$ cat src/rtl/ula_pkg.sv
// ula_pkg: opcode encodings, FSM state type and a counter-width helper for ula_seq
package ula_pkg;
  localparam logic [1:0] OP_ADD = 2'b00;
  localparam logic [1:0] OP_SUB = 2'b01;
  localparam logic [1:0] OP_MUL = 2'b10;
  localparam logic [1:0] OP_DIV = 2'b11;
  typedef enum logic [1:0] {ST_IDLE, ST_CALC, ST_DONE} state_e;
  function automatic int clog2(input int v);
    int r;
    r = 0;
    while ((1 << r) < v) r++;
    return r;
  endfunction
endpackage

$ cat src/rtl/ula_muldiv_step.sv
// ula_muldiv_step: one combinational iteration of shift-add multiply or restoring divide
//   div_mode in  1     0: multiply step, 1: divide step
//   acc      in  2W    MUL {partial product, remaining multiplier}; DIV {partial remainder, dividend/quotient}
//   d        in  W     multiplicand (MUL) or divisor (DIV)
//   acc_nxt  out 2W    accumulator after one iteration
module ula_muldiv_step #(
  parameter int WIDTH = 16
) (
  input  logic                 div_mode,
  input  logic [2*WIDTH-1:0]   acc,
  input  logic [WIDTH-1:0]     d,
  output logic [2*WIDTH-1:0]   acc_nxt
);
  logic [WIDTH:0] sum, trial, diff;
  logic           ge;
  always_comb begin
    // multiply: add multiplicand on the low multiplier bit, then shift the whole accumulator right
    sum     = {1'b0, acc[2*WIDTH-1:WIDTH]} + (acc[0] ? {1'b0, d} : '0);
    // divide: shift the next dividend bit into the partial remainder and trial-subtract
    trial   = {acc[2*WIDTH-1:WIDTH], acc[WIDTH-1]};
    diff    = trial - {1'b0, d};
    ge      = trial >= {1'b0, d};
    acc_nxt = div_mode ? {ge ? diff[WIDTH-1:0] : trial[WIDTH-1:0], acc[WIDTH-2:0], ge}
                       : {sum, acc[WIDTH-1:1]};
  end
endmodule

$ cat src/rtl/ula_seq.sv
// ula_seq: multi-cycle unsigned ALU (ADD/SUB single cycle, MUL/DIV iterative) with valid/ready handshakes
//   clk, rst_n            clock, asynchronous active-low reset
//   in_valid/in_ready     operation handshake; op, a, b captured on transfer
//   out_valid/out_ready   result handshake; result, remainder, ovf, dz held while out_valid
module ula_seq
  import ula_pkg::*;
#(
  parameter int WIDTH = 16
) (
  input  logic             clk,
  input  logic             rst_n,
  input  logic             in_valid,
  output logic             in_ready,
  input  logic [1:0]       op,
  input  logic [WIDTH-1:0] a,
  input  logic [WIDTH-1:0] b,
  output logic             out_valid,
  input  logic             out_ready,
  output logic [WIDTH-1:0] result,
  output logic [WIDTH-1:0] remainder,
  output logic             ovf,
  output logic             dz
);
  localparam int CW = clog2(WIDTH + 1);
  state_e             state_q, state_d;
  logic [CW-1:0]      cnt_q, cnt_d;
  logic [1:0]         op_q, op_d;
  logic [WIDTH-1:0]   d_q, d_d, result_q, result_d, rem_q, rem_d;
  logic [2*WIDTH-1:0] acc_q, acc_d, step;
  logic               ovf_q, ovf_d, dz_q, dz_d;
  logic [WIDTH:0]     add_s, sub_s;
  ula_muldiv_step #(.WIDTH(WIDTH)) u_step (
    .div_mode (op_q == OP_DIV),
    .acc      (acc_q),
    .d        (d_q),
    .acc_nxt  (step)
  );
  always_ff @(posedge clk or negedge rst_n) begin
    if (!rst_n) begin
      state_q  <= ST_IDLE;
      cnt_q    <= '0;
      op_q     <= OP_ADD;
      d_q      <= '0;
      acc_q    <= '0;
      result_q <= '0;
      rem_q    <= '0;
      ovf_q    <= 1'b0;
      dz_q     <= 1'b0;
    end else begin
      state_q  <= state_d;
      cnt_q    <= cnt_d;
      op_q     <= op_d;
      d_q      <= d_d;
      acc_q    <= acc_d;
      result_q <= result_d;
      rem_q    <= rem_d;
      ovf_q    <= ovf_d;
      dz_q     <= dz_d;
    end
  end
  always_comb begin
    add_s    = {1'b0, a} + {1'b0, b};
    sub_s    = {1'b0, a} - {1'b0, b};
    state_d  = state_q;
    cnt_d    = cnt_q;
    op_d     = op_q;
    d_d      = d_q;
    acc_d    = acc_q;
    result_d = result_q;
    rem_d    = rem_q;
    ovf_d    = ovf_q;
    dz_d     = dz_q;
    if (state_q == ST_IDLE && in_valid) begin
      op_d     = op;
      cnt_d    = '0;
      state_d  = (op == OP_MUL || (op == OP_DIV && b != '0)) ? ST_CALC : ST_DONE;
      d_d      = op == OP_MUL ? a : b;
      acc_d    = {{WIDTH{1'b0}}, op == OP_MUL ? b : a};
      // ADD/SUB and divide-by-zero finish here; MUL/DIV overwrite these on the last iteration
      result_d = op == OP_ADD ? add_s[WIDTH-1:0] : op == OP_SUB ? sub_s[WIDTH-1:0] : '1;
      rem_d    = op == OP_DIV ? a : '0;
      ovf_d    = op == OP_ADD ? add_s[WIDTH] : op == OP_SUB ? sub_s[WIDTH] : 1'b0;
      dz_d     = op == OP_DIV && b == '0;
    end else if (state_q == ST_CALC) begin
      acc_d = step;
      cnt_d = cnt_q + 1'b1;
      if (cnt_q == CW'(WIDTH - 1)) begin
        state_d  = ST_DONE;
        result_d = step[WIDTH-1:0];
        rem_d    = op_q == OP_DIV ? step[2*WIDTH-1:WIDTH] : '0;
        ovf_d    = op_q == OP_MUL && |step[2*WIDTH-1:WIDTH];
      end
    end else if (state_q == ST_DONE && out_ready) begin
      state_d = ST_IDLE;
    end
  end
  always_comb begin
    in_ready  = state_q == ST_IDLE;
    out_valid = state_q == ST_DONE;
    result    = result_q;
    remainder = rem_q;
    ovf       = ovf_q;
    dz        = dz_q;
  end
endmodule
$ cat config.mk
export PLATFORM = sky130hd
export DESIGN_NAME = ula_seq
export DESIGN_NICKNAME = d
export VERILOG_FILES = /design/src/rtl/ula_pkg.sv /design/src/rtl/ula_muldiv_step.sv /design/src/rtl/ula_seq.sv
export SDC_FILE = /design/constraint.sdc
export NUM_CORES = 1
export LEC_CHECK = 0
export ABC_AREA = 1
export CORE_ASPECT_RATIO = 0.9
export CORE_MARGIN = 2
export CORE_UTILIZATION = 25
export DETAILED_ROUTE_END_ITERATION = 8
export PLACE_DENSITY_LB_ADDON = 0.08
export SYNTH_ARGS = -nofsm -noshare
export SYNTH_HDL_FRONTEND = slang
export SYNTH_SLANG_ARGS = --single-unit
$ cat constraint.sdc
create_clock -name clk -period 5.4 [get_ports clk]
set_clock_uncertainty 0.1 [all_clocks]
set_input_delay 1.62 -clock clk [delete_from_list [all_inputs] [get_ports clk]]
set_output_delay 1.62 -clock clk [all_outputs]
set_load 0.1 [all_outputs]
# Yosys cells after proc, flatten, opt, wreduce, memory -nomap -nowiden
# Cells that the tools add are included.
[word_totals]
latchBits = 0
romBits = 0
elab_cells = 69
ff_bits = 91
inputBits = 38
n_memories = 0
ramBits = 0
output_inout_bits = 36
[classes]
magnitude_cmp = 1
n_reduce_logical = 16
n_mul = 0
n_mux = 29
n_addsub = 5
div_mod_pow = 0
shift = 0
n_bitwise = 0
eq_ne = 9
[ops]
columns = ["cell", "count"]
rows = [
  ["16-bit two-way mux", 14],
  ["32-bit two-way mux", 3],
  ["16-bit by 16-bit adder with 17-bit output", 2],
  ["17-bit by 16-bit greater-or-equal comparator with 1-bit output", 1],
  ["16-bit by 16-bit subtractor with 17-bit output", 1],
  ["16-bit logical NOT", 1],
  ["16-bit nonzero test", 1],
  ["16-bit OR reduction", 1],
  ["16-bit subtractor", 1],
  ["2-bit equality test (second input constant)", 5],
  ["2-bit two-way mux", 5],
  ["5-bit two-way mux", 2],
  ["5-bit by 1-bit adder with 5-bit output (second input constant)", 1],
  ["5-bit by 4-bit equality test with 1-bit output (second input constant)", 1],
  ["1-bit logical AND", 5],
  ["1-bit two-way mux", 5],
  ["2-bit by 1-bit equality test with 1-bit output (second input constant)", 2],
  ["2-bit logical NOT", 2],
  ["2-bit AND reduction", 2],
  ["2-bit nonzero test", 2],
  ["3-bit by 2-bit inequality test with 1-bit output (second input constant)", 1],
  ["3-bit nonzero test", 1],
  ["1-bit logical OR", 1],
]

# Depth between registers and ports, before layout
[logic_depth]
depth_word = 8
ltp_mapped = 23
mapped_depth_nobuf = 21

# Hierarchy
# Synthesis repeated with hierarchy kept, for this count alone.
[unflattened]
cells_unflattened = 1447
hier_area_um2 = 9123.8
[modules_own_cells]
columns = ["mod", "seq_area_each_um2", "instances", "area_per_inst_um2", "cells_per_inst"]
rows = [
  ["ula_seq", 2277.2, 1, 6378.6, 911],
  ["ula_muldiv_step", 0.0, 1, 2745.1, 536],
]

# Least setup slack after synthesis
# OpenSTA, ideal clock, no wires.
[synth_timing]
kind = "input to register"
startpoint = "input port a[0]"
endpoint = "register result_q[10] (netlist: result[10])"
path_stages = 16
path_slack_ns = 1.928
required_ns = 5.232
arrival_ns = 3.304
setup_ns = 0.068
n_path_buf = 0
cell_sequence = "inv_1 ha_1 fa_1 inv_1 nand3_1 nand2_1 a21boi_0 o21ai_0 inv_1 o21bai_1 a21oi_1 o21ai_0 nand2_1 nand2_1 nand2_1 nand2_1"
[synth_between]
elab_chain_cells = 4
word_cells_on_any_way = 5
classes_between = "add/sub (2); mux (3)"
[synth_lines]
columns = ["element", "line_no", "text"]
rows = [
  ["start, declared", "ula_seq.sv:15", "input logic [WIDTH-1:0] a,"],
  ["16-bit by 16-bit subtractor with 17-bit output", "ula_seq.sv:63", "sub_s = {1'b0, a} - {1'b0, b};"],
  ["16-bit two-way mux", "ula_seq.sv:80", "result_d = op == OP_ADD ? add_s[WIDTH-1:0] : op == OP_SUB ? sub_s[WIDTH-1:0] : '1;"],
  ["16-bit two-way mux *", "ula_seq.sv:80", ""],
  ["16-bit two-way mux *", "ula_seq.sv:73", "if (state_q == ST_IDLE && in_valid) begin"],
  ["end signal, assigned", "ula_seq.sv:55", "result_q <= result_d;"],
  ["end, declared", "ula_seq.sv:28", "logic [WIDTH-1:0] d_q, d_d, result_q, result_d, rem_q, rem_d;"],
]
# Every way passes the cells marked *; elsewhere a longest branch is shown, timed or not.
# A chain may end at the register's enable or synchronous reset.

# Final worst setup path
[layout_timing]
startpoint = "input port b[2]"
endpoint = "register result_q[15] (netlist: result[15])"
[layout_between]
elab_chain_cells = 4
word_cells_on_any_way = 5
classes_between = "add/sub (2); mux (3)"
[layout_lines]
columns = ["element", "line_no", "text"]
rows = [
  ["start, declared", "ula_seq.sv:16", "input logic [WIDTH-1:0] b,"],
  ["16-bit by 16-bit subtractor with 17-bit output", "ula_seq.sv:63", ""],
  ["16-bit two-way mux", "ula_seq.sv:80", ""],
  ["16-bit two-way mux *", "ula_seq.sv:80", ""],
  ["16-bit two-way mux *", "ula_seq.sv:73", ""],
]
# Marks and branches as above.

==> flow_summary.toml <==
[worst_setup_path]
reg2reg_setup_slack_ns = 1.85
cpPeakStageDelay_ns = 0.51
slowest_stage = "clkdlybuf4s50_1"
reg2reg_to = "ovf$_DFFE_PN0P_"
reg2reg_from = "acc_q[15]$_DFFE_PN0P_"
crit_arrival_ns = 4.43
end_kind = "flip-flop"
start_kind = "input port"
reg2reg_depth = 20
path_cells = "clkdlybuf4s50_1 -> inv_1 -> ha_1 -> nand3b_1 -> nand2_1 -> inv_1 -> o21ai_1 -> inv_1 -> o21ai_1 -> nand3_1 -> nand2_1 -> nand2_1 -> nand3_1 -> nand3_1 -> a21oi_1"
cp_max_fo = 8
worst-setup-path-type = "in2reg"
critPathRequiredTime_ns = 5.59

[power_and_ir_drop]
peakVddDrop_mv = 0.448
power_density_mw_per_mm2 = 629
p_leak_nw = 5.03

[sta]
min_period_ns = 4.24
hold_violations = 0
fmax_mhz = 236
rsz0062_at_grt = "false"
setup_tns_ns = 0
worst_pin_slew_ns = 1.07
final-setup-viol-count = 0
finalCritPeriodShare = 0.785
setup_slack_ns = 1.16
slew_headroom = 0.286
drv_slew = 0

[logic_synthesis]
synthTopCellsByArea = "dfrtp_1 26%, nand2_1 15%, ha_1 9.6%, inv_1 7.9%, o21ai_0 7.0%"
synth_cell_type_count = 46
avgSynthCellArea_um2 = 6.50
synth_area_mm2 = 0.00859
synth.top_cell.area_share = 0.265
synth_nets = 1430
async_flop_share = 1.00
yosys_warnings = 0
synth_edf_count = 0
yosys.area.top_type = "dfrtp_1"
ys_seq_area_frac = 0.265
ys_seq_elements = 91
synthFlopType = "dfrtp_1"
netlist_instances = 1322

[global_route]
grt_antenna_before_repair = 0
first_global_vias = 8520
grt-ovfl-total = 0
grt_util_met2 = 0.290
top_usage_layer = "met1"
grt_use_met1 = 0.317
grt_pass1_wl_um = 54200
use_met3 = 0.0276
grt_usage = 0.200
grt_max_degree = 54

[floorplanning]
die-area_mm2 = 0.0359
initial_core_util = 0.253
io_pins = 74
die_y_um = 180
rows = 64
fp.dieW_um = 199
core-area_mm2 = 0.0340

[clocking]
insertion_delay_ns = 0.37
holdBufCountCts = 0
clk_pin_slew_ns = 0.07
cts_made_buffers = 9
ctsResizeCount = 0
cts-root-buf = "clkbuf_16"
cts.path.max_buffers = 2
htreeDepth = 3
cts_setup_buffers = 0
cts_num_sinks = 91
cts_tree = "built"

[route]
drt_pass1_iterations = 5
drt_iter0_markers = 719
viasPerCell = 4.84
num_vias = 8916
ant_nets = 0
routedWlPerCell_um = 19.1
drcViolationCount = 0
totalWireLength_um = 35300

[cells_and_area]
layout-drive-gt1-share = 0.0586
layout.cells.non_filler = 1844
nNetsFinal = 1485
regArea_mm2 = 0.00228
fillerInstances = 3833
final_common_cell = "nand2_1"
fin_area_mm2 = 0.0101
most-common-layout-cells = "333 x nand2_1, 182 x inv_1, 121 x o21ai_0"
antenna_cells = 0
multi_input_area_mm2 = 0.00537
areaGrowthSynthToFinish_pct = 17.9

[placed_design]
place_congestion = 0.865
port_buffers = 73
place_area_mm2 = 0.00984
place_inst = 1828
hpwlAfterDp_um = 27400
dp_slack_ns = 0.927

[outcome]
status = "finished, final reports clean"

[min_path]
hold_path.startpoint = "cnt_q[3]$_DFFE_PN0P_"
min_to = "cnt_q[3]$_DFFE_PN0P_"
hold_depth = 1
hold_path_class = "reg2reg"

[run]
maxCapViolations = 0
report_power, final:
group | total (mW) | switching, mW | internal (mW)
Combinational | 4.45 | 3.20 | 1.25
Clock | 0.700 | 0.333 | 0.366
Sequential | 1.23 | 0.250 | 0.980
Total | 6.38 | 3.79 | 2.59
critical path, delay by kind of cell:
kind            cells  cell delay [ns]
fa+ha+maj           1             0.43
buf+inv             4             0.76
simple gates        7             0.74
compound gates      3             0.87
sequential cells by signal, indices dropped and copies added, names as in the netlist:
signal     cells
d_q           16
dz             1
result        16
remainder     16
acc_q         32
op_q           2
state_q        2
ovf            1
cnt_q          5
cell usage after synthesis (4+ instances only):
cell,number
xor2_1,13
nand2_2,9
inv_1,182
o22ai_1,6
or2_2,5
dfrtp_1,91
o211ai_1,28
nand4_1,28
nand3_2,10
a31oi_1,8
buf_1,6
ha_1,66
nor3_1,6
a22o_1,11
fa_1,4
o21ai_1,4
and2_1,4
xnor2_1,4
nand3_1,84
nor2_1,95
nand2_1,334
inv_2,12
o21ai_0,121
clkbuf_1,31
buf_2,8
a21oi_1,111
kinds of logic after synthesis:
kind of cell | after synthesis | share of synthesized area
AO/OA/AOI/OAI | 313 | 0.206
XOR/XNOR | 17 | 0.0173
adder cells (fa/ha/maj) | 70 | 0.105
buffers and inverters | 245 | 0.111
flip-flops | 91 | 0.265
AND/OR/NAND/NOR | 586 | 0.296
how the worst max path moves through the flow:
| stage | startpoint | cells after the start | endpoint |
|---|---|---|---|
| 5_1_grt | b[2] | 15 | result[15]$_DFFE_PN0P_ |
| 2_1_floorplan | a[0] | 16 | result[10]$_DFFE_PN0P_ |
| 3_5_place_dp | b[1] | 15 | result[15]$_DFFE_PN0P_ |
| 6_report | b[2] | 15 | result[15]$_DFFE_PN0P_ |
| 3_3_place_gp | b[9] | 13 | ovf$_DFFE_PN0P_ |
| 4_1_cts | b[2] | 15 | result[15]$_DFFE_PN0P_ |
per-stage QoR:
stage                     total power [mW]  hold WS, ns   util
after floorplan                       4.40        0.334      -
after global placement                5.71        0.350  0.290
after detailed placement              5.68        0.357  0.290
after CTS                             6.42        0.368  0.299
after global routing                  6.92        0.389  0.299
final                                 6.38        0.366  0.299
cell type report:
cell class              count  area share
multi-input cells         986       0.529
clock buffers              10      0.0226
repair buffers             93      0.0866
clock inverters             6     0.00716
flip-flops and latches     91       0.225
inverters                 196      0.0726
well taps                 462      0.0570
routing by layer:
metal | vias to the layer above | part of all wire
met1 | 4207 | 0.54
li1 | 4475 | -
met3 | 23 | 0.041
met4 | 0 | 0.0088
met5 | - | 0
met2 | 211 | 0.41
(Power assumes the default switching activity.)
